File: src/rtl/iobus_pkg.sv
// Shared opcode and state encodings for the IO bus master sequencer.
package iobus_pkg;

   localparam int unsigned DEV_W  = 7;
   localparam int unsigned WORD_W = 36;

   typedef enum logic [1:0] {
      OP_CONO  = 2'd0,
      OP_DATAO = 2'd1,
      OP_CONI  = 2'd2,
      OP_DATAI = 2'd3
   } iob_op_e;

   typedef enum logic [2:0] {
      ST_IDLE   = 3'd0,
      ST_CLR    = 3'd1,
      ST_SET    = 3'd2,
      ST_SETTLE = 3'd3,
      ST_RESP   = 3'd4,
      ST_BRST   = 3'd5
   } iob_state_e;

   function automatic logic op_is_write(input iob_op_e op);
      return (op == OP_CONO) || (op == OP_DATAO);
   endfunction

endpackage

File: src/rtl/iobus_master_seq.sv
// IO bus master: sequences CONO/DATAO/CONI/DATAI strobes and bus reset pulses
// from a valid/ready command port, returning a one-cycle completion pulse.
module iobus_master_seq
   import iobus_pkg::*;
#(
   parameter int unsigned CLR_CYC    = 2,
   parameter int unsigned SET_CYC    = 2,
   parameter int unsigned SETTLE_CYC = 3,
   parameter int unsigned RST_CYC    = 4
)(
   input  logic              clk,
   input  logic              reset,
   input  logic              cmd_valid,
   output logic              cmd_ready,
   input  logic [1:0]        cmd_op,
   input  logic [3:9]        cmd_dev,
   input  logic [0:WORD_W-1] cmd_data,
   output logic              rsp_valid,
   output logic [0:WORD_W-1] rsp_data,
   input  logic              bus_reset_req,
   output logic              busy,
   output logic              iob_reset,
   output logic              datao_clear,
   output logic              datao_set,
   output logic              cono_clear,
   output logic              cono_set,
   output logic              iob_fm_datai,
   output logic              iob_fm_status,
   output logic [3:9]        ios,
   output logic [0:WORD_W-1] iob_write,
   input  logic [0:WORD_W-1] iob_read
);

   localparam int unsigned MAX_AB  = (CLR_CYC > SET_CYC) ? CLR_CYC : SET_CYC;
   localparam int unsigned MAX_CD  = (SETTLE_CYC > RST_CYC) ? SETTLE_CYC : RST_CYC;
   localparam int unsigned MAX_CYC = (MAX_AB > MAX_CD) ? MAX_AB : MAX_CD;
   localparam int unsigned CNT_W   = (MAX_CYC < 2) ? 1 : $clog2(MAX_CYC);

   if (CLR_CYC == 0 || SET_CYC == 0 || SETTLE_CYC == 0 || RST_CYC == 0) begin : g_bad_param
      $error("iobus_master_seq: cycle-count parameters must be non-zero");
   end

   iob_state_e         r_state;
   logic [CNT_W-1:0]   r_cnt;
   logic               r_pend;
   iob_op_e            r_op;
   logic [3:9]         r_dev;
   logic [0:WORD_W-1]  r_data;
   logic               w_accept;
   iob_op_e            w_op;

   // Ready is a decode of registered state gated by the live reset request,
   // so a request arriving in IDLE blocks acceptance in the same cycle.
   assign cmd_ready = reset & (r_state == ST_IDLE) & ~r_pend & ~bus_reset_req;
   assign w_accept  = cmd_valid & cmd_ready;
   assign w_op      = iob_op_e'(cmd_op);

   always_ff @(posedge clk or negedge reset) begin
      if (!reset) begin
         r_state       <= ST_IDLE;
         r_cnt         <= '0;
         r_pend        <= 1'b0;
         r_op          <= OP_CONO;
         r_dev         <= '0;
         r_data        <= '0;
         rsp_valid     <= 1'b0;
         rsp_data      <= '0;
         busy          <= 1'b0;
         iob_reset     <= 1'b0;
         datao_clear   <= 1'b0;
         datao_set     <= 1'b0;
         cono_clear    <= 1'b0;
         cono_set      <= 1'b0;
         iob_fm_datai  <= 1'b0;
         iob_fm_status <= 1'b0;
         ios           <= '0;
         iob_write     <= '0;
      end else begin
         // Outputs describe the state being entered; everything idles low.
         rsp_valid     <= 1'b0;
         busy          <= 1'b1;
         iob_reset     <= 1'b0;
         datao_clear   <= 1'b0;
         datao_set     <= 1'b0;
         cono_clear    <= 1'b0;
         cono_set      <= 1'b0;
         iob_fm_datai  <= 1'b0;
         iob_fm_status <= 1'b0;
         ios           <= '0;
         iob_write     <= '0;
         r_pend        <= r_pend | bus_reset_req;

         case (r_state)
            ST_IDLE: begin
               busy <= 1'b0;
               if (r_pend || bus_reset_req) begin
                  r_state   <= ST_BRST;
                  r_cnt     <= CNT_W'(RST_CYC - 1);
                  iob_reset <= 1'b1;
                  busy      <= 1'b1;
               end else if (w_accept) begin
                  r_op   <= w_op;
                  r_dev  <= cmd_dev;
                  r_data <= cmd_data;
                  ios    <= cmd_dev;
                  busy   <= 1'b1;
                  if (op_is_write(w_op)) begin
                     r_state     <= ST_CLR;
                     r_cnt       <= CNT_W'(CLR_CYC - 1);
                     cono_clear  <= (w_op == OP_CONO);
                     datao_clear <= (w_op == OP_DATAO);
                     iob_write   <= cmd_data;
                  end else begin
                     r_state       <= ST_SETTLE;
                     r_cnt         <= CNT_W'(SETTLE_CYC - 1);
                     iob_fm_status <= (w_op == OP_CONI);
                     iob_fm_datai  <= (w_op == OP_DATAI);
                  end
               end
            end
            ST_CLR: begin
               ios       <= r_dev;
               iob_write <= r_data;
               if (r_cnt == '0) begin
                  r_state   <= ST_SET;
                  r_cnt     <= CNT_W'(SET_CYC - 1);
                  cono_set  <= (r_op == OP_CONO);
                  datao_set <= (r_op == OP_DATAO);
               end else begin
                  r_cnt       <= r_cnt - CNT_W'(1);
                  cono_clear  <= (r_op == OP_CONO);
                  datao_clear <= (r_op == OP_DATAO);
               end
            end
            ST_SET: begin
               ios <= r_dev;
               if (r_cnt == '0) begin
                  r_state   <= ST_RESP;
                  rsp_valid <= 1'b1;
                  rsp_data  <= '0;
               end else begin
                  r_cnt     <= r_cnt - CNT_W'(1);
                  iob_write <= r_data;
                  cono_set  <= (r_op == OP_CONO);
                  datao_set <= (r_op == OP_DATAO);
               end
            end
            ST_SETTLE: begin
               ios <= r_dev;
               if (r_cnt == '0) begin
                  r_state   <= ST_RESP;
                  rsp_valid <= 1'b1;
                  rsp_data  <= iob_read;
               end else begin
                  r_cnt         <= r_cnt - CNT_W'(1);
                  iob_fm_status <= (r_op == OP_CONI);
                  iob_fm_datai  <= (r_op == OP_DATAI);
               end
            end
            ST_RESP: begin
               r_state <= ST_IDLE;
               r_cnt   <= '0;
               busy    <= 1'b0;
            end
            ST_BRST: begin
               if (r_cnt == '0) begin
                  r_state <= ST_IDLE;
                  r_pend  <= bus_reset_req;
                  busy    <= 1'b0;
               end else begin
                  r_cnt     <= r_cnt - CNT_W'(1);
                  iob_reset <= 1'b1;
               end
            end
            default: begin
               r_state <= ST_IDLE;
               r_cnt   <= '0;
               busy    <= 1'b0;
            end
         endcase
      end
   end

endmodule

File: config.mk
export PLATFORM = sky130hd
export DESIGN_NAME = iobus_master_seq
export DESIGN_NICKNAME = d
export VERILOG_FILES = /design/src/rtl/iobus_pkg.sv /design/src/rtl/iobus_master_seq.sv
export SDC_FILE = /design/constraint.sdc
export NUM_CORES = 1
export LEC_CHECK = 0
export CAP_MARGIN = 25
export CORE_UTILIZATION = 30
export CTS_CLUSTER_SIZE = 16
export DETAILED_ROUTE_END_ITERATION = 10
export GPL_TIMING_DRIVEN = 0
export HOLD_SLACK_MARGIN = 0.15
export SYNTH_ARGS = -nofsm -noshare
export SYNTH_HDL_FRONTEND = slang
export SYNTH_SLANG_ARGS = --single-unit
File: constraint.sdc
create_clock -name clk -period 1.6 [get_ports clk]
set_input_delay 0.32 -clock clk [delete_from_list [all_inputs] [get_ports clk]]
set_output_delay 0.32 -clock clk [all_outputs]
set_load 0.01 [all_outputs]
==> results of run 1 <==
## synth_stat cells, drive strengths merged, types with 3 or more instances
cell type  count  area, um2
inv            7      26.28
clkbuf        21      78.83
buf           12      77.57
o21ai         44      220.2
nand2b         4      25.02
nand2        225      844.6
a21oi          5      28.78
dfrtp        139       3478
a2111oi        3      26.28
nor2           9      33.78
a22o          38      332.8
## power breakdown
group,leakage [nW],internal [mW],switching (mW)
Sequential,1.86,4.36,0.483
Clock,0.302,2.67,1.50
Combinational,2.36,1.95,2.27
Total,4.52,8.98,4.25
## per-layer routing
| metal | vias up | track usage [%] | wire (um) | part of all wire [%] |
|---|---|---|---|---|
| met5 | - | 0 | 0 | 0 |
| met4 | 0 | 6.852 | 231 | 1.6 |
| met3 | 14 | 6.227 | 1399 | 9.5 |
| met2 | 200 | 27.21 | 6937 | 47 |
| met1 | 2148 | 20.44 | 6198 | 42 |
| li1 | 2188 | - | - | - |
## worst paths after layout
kind	startpoint	end	slack (ns)	cells after the start
worst min-delay path	reset	iob_write[27]	-0.20	1
worst max-delay path	r_state[2]	cmd_ready	-0.07	3
min in group clk	bus_reset_req	r_pend	0.45	2
worst min register to register	r_dev[5]	ios[5]	0.47	2
worst max register to register	r_state[2]	iob_write[29]	-0.04	7
max in group asynchronous	reset	r_state[0]	1.07	2
## final cells by class
type                            instances  area, um2
Tap cell                              225      281.5
Buffer                                 33      280.3
Multi-Input combinational cell        352       1844
Sequential cell                       139       3482
Clock inverter                         12      183.9
Clock buffer                           20      446.7
Fill cell                            1619       8906
Inverter                                7      26.28
Timing Repair Buffer                  198       1966
## flip-flops by register name, summed over array words and instances (netlist names)
signal         flops
r_state            3
datao_set          1
r_data            36
datao_clear        1
iob_write         36
r_pend             1
r_cnt              2
ios                7
r_op               2
iob_fm_datai       1
r_dev              7
iob_reset          1
cono_clear         1
rsp_valid          1
iob_fm_status      1
rsp_data          36
cono_set           1
busy               1
## through the flow
stage / area (um2) / util [%] / cells / hold WS [ns] / total power [mW]
after global placement: 7415 / 42.57 / 929 / 0.4573 / 8.661
final: 8511 / 48.86 / 986 / -0.1963 / 13.23
after CTS: 8227 / 47.23 / 975 / -0.1892 / 13.08
after detailed placement: 7443 / 42.74 / 930 / 0.3749 / 8.771
after global routing: 8511 / 48.86 / 986 / -0.1835 / 14.07
after floorplan: 5401 / - / 531 / 0.02441 / 6.689
## what timing repair did
action	4_1_cts	5_1_grt
pin swaps	7	6
cloned	1	4
setup endpoints to repair	218	137
gates resized for setup	137	62
endpoints found under the hold margin	71	71
setup buffers	12	7
## cell families after synthesis
family / count (synthesis) / share of synthesized area (%)
AND/OR/NAND/NOR: 250 / 18.81
adder cells (fa/ha/maj): 2 / 0.4633
multiplexers: 3 / 0.5792
flip-flops: 139 / 64.41
AO/OA/AOI/OAI: 97 / 12.35
buffers and inverters: 40 / 3.383
## worst max-delay path: cells and delay by family, from the launching register on
kind	cells	cell delay, ns
DFF	1	0.41
and+or+nand+nor	2	0.41
buffers and inverters	1	0.13
==> results.yml, run 1 <==
global_route:
  grt_usage_pct: 16.93
  grt_overflow: 0
  antenna_found_initial: 0
  grt_pass1_vias: 4677
  grt_max_degree: 74
  grt_pass1_wl_mm: 23.74
critical_path:
  end_kind: "output port"
  crit_path_top_delay_cell: "dfrtp_1"
  cp_slowest_stage_delay_ns: 0.41
  path_class: "flip-flop to output port"
  start_kind: "flip-flop"
  arrival_ns: 1.35
  worstPathRequired_ns: 1.28
  crit_fanout: 2
  crit_chain: "nor3_4, and3_1, buf_2"
timing:
  setup_viol: 25
  fin_crit_ns: 1.669
  rsz0062_at_grt: "true"
  tightest_slew_ns: 0.4000
  fin_crit_sh_pct: 104.3
  holdWs_ns: -0.1963
  clock.fmax_mhz: 599.2
  skew_ns: 0.006752
  slew_headroom_pct: 73.33
  hold_violations: 71
  maxSlewViolCount: 0
  setup_tns_ns: -0.5414
  setup_slack_ns: -0.06881
yosys:
  synth_area_per_cell_um2: 10.17
  netlist_instances: 531
  yosysSeqAreaShare_pct: 64.41
  synthFlopType: "dfrtp_1"
  synth_seq_cells: 139
  syn_area_um2: 5400
  synthDistinctLibCells: 33
  ys_warn_count: 0
  synth_edf_count: 0
  ys_async_sr_fraction_pct: 100.0
  syn_nets: 618
clock_network:
  clockBufferDepth: 2
  cts_buffers: 17
  clkLatencyLatePin_ns: 0.41
  cts_tree: "done"
  clock-root-buffer: "clkbuf_16"
  cts_sinks: 139
  htreeDepth: 4
  clk_pin_slew_ns: 0.06
place:
  dpl.hpwl_mm: 10.04
  io_buffer_count: 173
  post-place-ws_ns: -0.8133
  gp_congestion: 0.7734
drt:
  drc: 0
  drt_iter0_drc: 166
  viasPerCell: 4.615
  vias: 4550
  post_drt_wl_per_cell_um: 14.98
  ant_nets: 0
  first_pass_iters: 4
  routed_wl_mm: 14.77
min_path:
  hold_path_class: "input port to async pin"
cells_and_area:
  drive_gt1_share_pct: 14.19
  antenna_cells: 0
  mostFrequentLayoutCells: "nand2_1, dfrtp_1, dlygate4sd2_1"
  final_common_cell: "nand2_1"
  area_growth_pct: 57.60
  nets: 835
run_status:
  status: "finished with violations"
  violations: "negative hold slack, negative setup slack"
die:
  io_pins: 174
  chipHeight_um: 136.2
  core_area_um2: 17420
  rows: 48
  die_area_um2: 18540
  floorplan.initialDensity_pct: 31.01
  die_w_um: 136.2
power:
  ir_drop_mv: 0.7624
  p_leak_nw: 4.519
  power.density_nw_per_um2: 1555
job:
  maxCapViolCount: 0
Power figures use the tool's default switching activity.
==> run 2: changes to the inputs <==
--- a/config.mk
+++ b/config.mk
@@ -11,6 +11,7 @@
 export DETAILED_ROUTE_END_ITERATION = 10
 export GPL_TIMING_DRIVEN = 0
 export HOLD_SLACK_MARGIN = 0.15
+export SKIP_CTS_REPAIR_TIMING = 1
 export SYNTH_ARGS = -nofsm -noshare
 export SYNTH_HDL_FRONTEND = slang
 export SYNTH_SLANG_ARGS = --single-unit
==> run 2 against run 1 <==
  * The run still ends with negative hold slack, negative setup slack left
  * Combinational power grew 3%
  * Clock power is essentially flat
  * Die area is the same
  * Core utilization grew 1.1 points
  * Final cell count shrank 0.41%
  * Non-clock buffer count shrank 4
  * Maximum frequency shrank 3.7%
  * Design area grew 2.2%
  * Critical path depth grew 4
==> results.yml, run 2 (synthesized netlist as in run 1, its figures left out) <==
timing:
  holdWs_ns: -0.1863
  skew_ns: 0.007517
  fin_crit_sh_pct: 108.3
  hold_violations: 71
  maxSlewViolCount: 0
  rsz0062_at_grt: "true"
  clock.fmax_mhz: 577.0
  slew_headroom_pct: 72.66
  setup_slack_ns: -0.1330
  fin_crit_ns: 1.733
  tightest_slew_ns: 0.4094
  setup_viol: 39
critical_path:
  crit_path_top_delay_cell: "dfrtp_1"
  path_buf_inv: 3
  end_kind: "flip-flop"
  cp_slowest_stage_delay_ns: 0.42
  crit_chain: "nor3_4, buf_6, nand4_4, nor4_4, buf_6, buf_8, a22o_1"
  arrival_ns: 2.08
  worstPathRequired_ns: 1.95
  start_kind: "flip-flop"
  path_common_cell: "buf_6"
  crit_fanout: 10
  path_class: "flip-flop to flip-flop"
  r2r_slack_ns: -0.13
  crit_family: "simple AND/OR/NAND/NOR gates"
global_route:
  grt_pass1_vias: 4576
  antenna_found_initial: 0
  grt_max_degree: 74
  grt_pass1_wl_mm: 23.14
  grt_overflow: 0
  grt_usage_pct: 16.46
die:
  chipHeight_um: 136.2
  die_area_um2: 18540
  io_pins: 174
  floorplan.initialDensity_pct: 31.01
  rows: 48
  die_w_um: 136.2
  core_area_um2: 17420
cells_and_area:
  fin_area_um2: 8701
  final_core_util_pct: 49.96
  mostFrequentLayoutCells: "nand2_1, dfrtp_1, dlymetal6s2s_1"
  final_common_cell: "nand2_1"
  antenna_cells: 0
  n_fill_cell: 1569
  area_growth_pct: 61.12
  drive_gt1_share_pct: 14.00
  reg_top3: "iob_write x36, r_data x36, rsp_data x36"
  nets: 831
drt:
  drt_iter0_drc: 177
  routed_wl_mm: 14.92
  first_pass_iters: 4
  vias: 4547
  viasPerCell: 4.630
  ant_nets: 0
  post_drt_wl_per_cell_um: 15.19
  drc: 0
power:
  p_sw_mw: 4.222
  power.density_nw_per_um2: 1535
  internal_power_mw: 9.133
  switching_share_pct: 31.61
  power_frac_clock_pct: 31.2
  pwr-share-seq_pct: 36.3
  pwr-share-comb_pct: 32.5
  ir_drop_mv: 0.7677
  p_leak_nw: 5.472
run_status:
  status: "finished with violations"
  violations: "negative hold slack, negative setup slack"
place:
  post-place-ws_ns: -0.8133
  placedInstanceArea_um2: 7443
  io_buffer_count: 173
  gp_congestion: 0.7734
  dpl.hpwl_mm: 10.04
min_path:
  hold_path_class: "input port to async pin"
clock_network:
  clk_pin_slew_ns: 0.06
  cts_tree: "done"
  clock-root-buffer: "clkbuf_16"
  htreeDepth: 4
  clockBufferDepth: 2
  cts_buffers: 17
  clkLatencyLatePin_ns: 0.41
  cts_sinks: 139
job:
  maxCapViolCount: 0
run 2: cell count changes in the layout (fill, tap and decap cells not counted), sizes merged:
cell,previous run,this run
dlymetal6s2s,6,90
dlygate4sd2,83,0
buf,46,39
clkbuf,33,37
bufbuf,1,0
clkdlybuf4s50,82,81
run 2: path summary, 6_finish.rpt:
kind,start,end,cells past startpoint
min,reset,iob_write[27],1
max in group asynchronous,reset,r_state[0],2
min in group clk,cmd_valid,r_state[1],3
max reg2reg,r_state[2],iob_write[35],7
min reg2reg,rsp_data[10],rsp_data[10],2
max,r_state[2],iob_write[35],7
run 2: per-layer routing:
layer | track usage [%] | vias up | wire, um
met4 | 6.481 | 0 | 221
met1 | 20.14 | 2152 | 6317
li1 | - | 2180 | -
met3 | 6.227 | 14 | 1393
met5 | 0 | - | 0
met2 | 26.11 | 201 | 6988
run 2: through the flow:
stage,cells,power [mW],setup TNS [ns]
after CTS,962,13.04,-44.25
after floorplan,531,6.689,0
after global placement,929,8.661,-1315.78
after global routing,982,14.19,-7.340
after detailed placement,930,8.771,-77.01
final,982,13.35,-3.849
run 2: area by class of cell:
class	instances	area (um2)	area share (%)
timing repair buffer	194	2206	25.35
clock buffer	20	446.7	5.134
clock inverter	12	183.9	2.114
tap	225	281.5	3.236
inverter	7	26.28	0.3020
buffer	33	254.0	2.919
multi-input combinational	352	1821	20.92
sequential	139	3482	40.02
run 2: power groups by stage:
stage          sequential, mW  combinational (mW)  clock [mW]
4_1_cts                  4.84                3.92        4.28
2_1_floorplan            5.06                1.63           0
6_report                 4.85                4.34        4.16
3_3_place_gp             4.84                3.82           0
3_5_place_dp             4.86                3.91           0
5_1_grt                  4.95                4.81        4.43
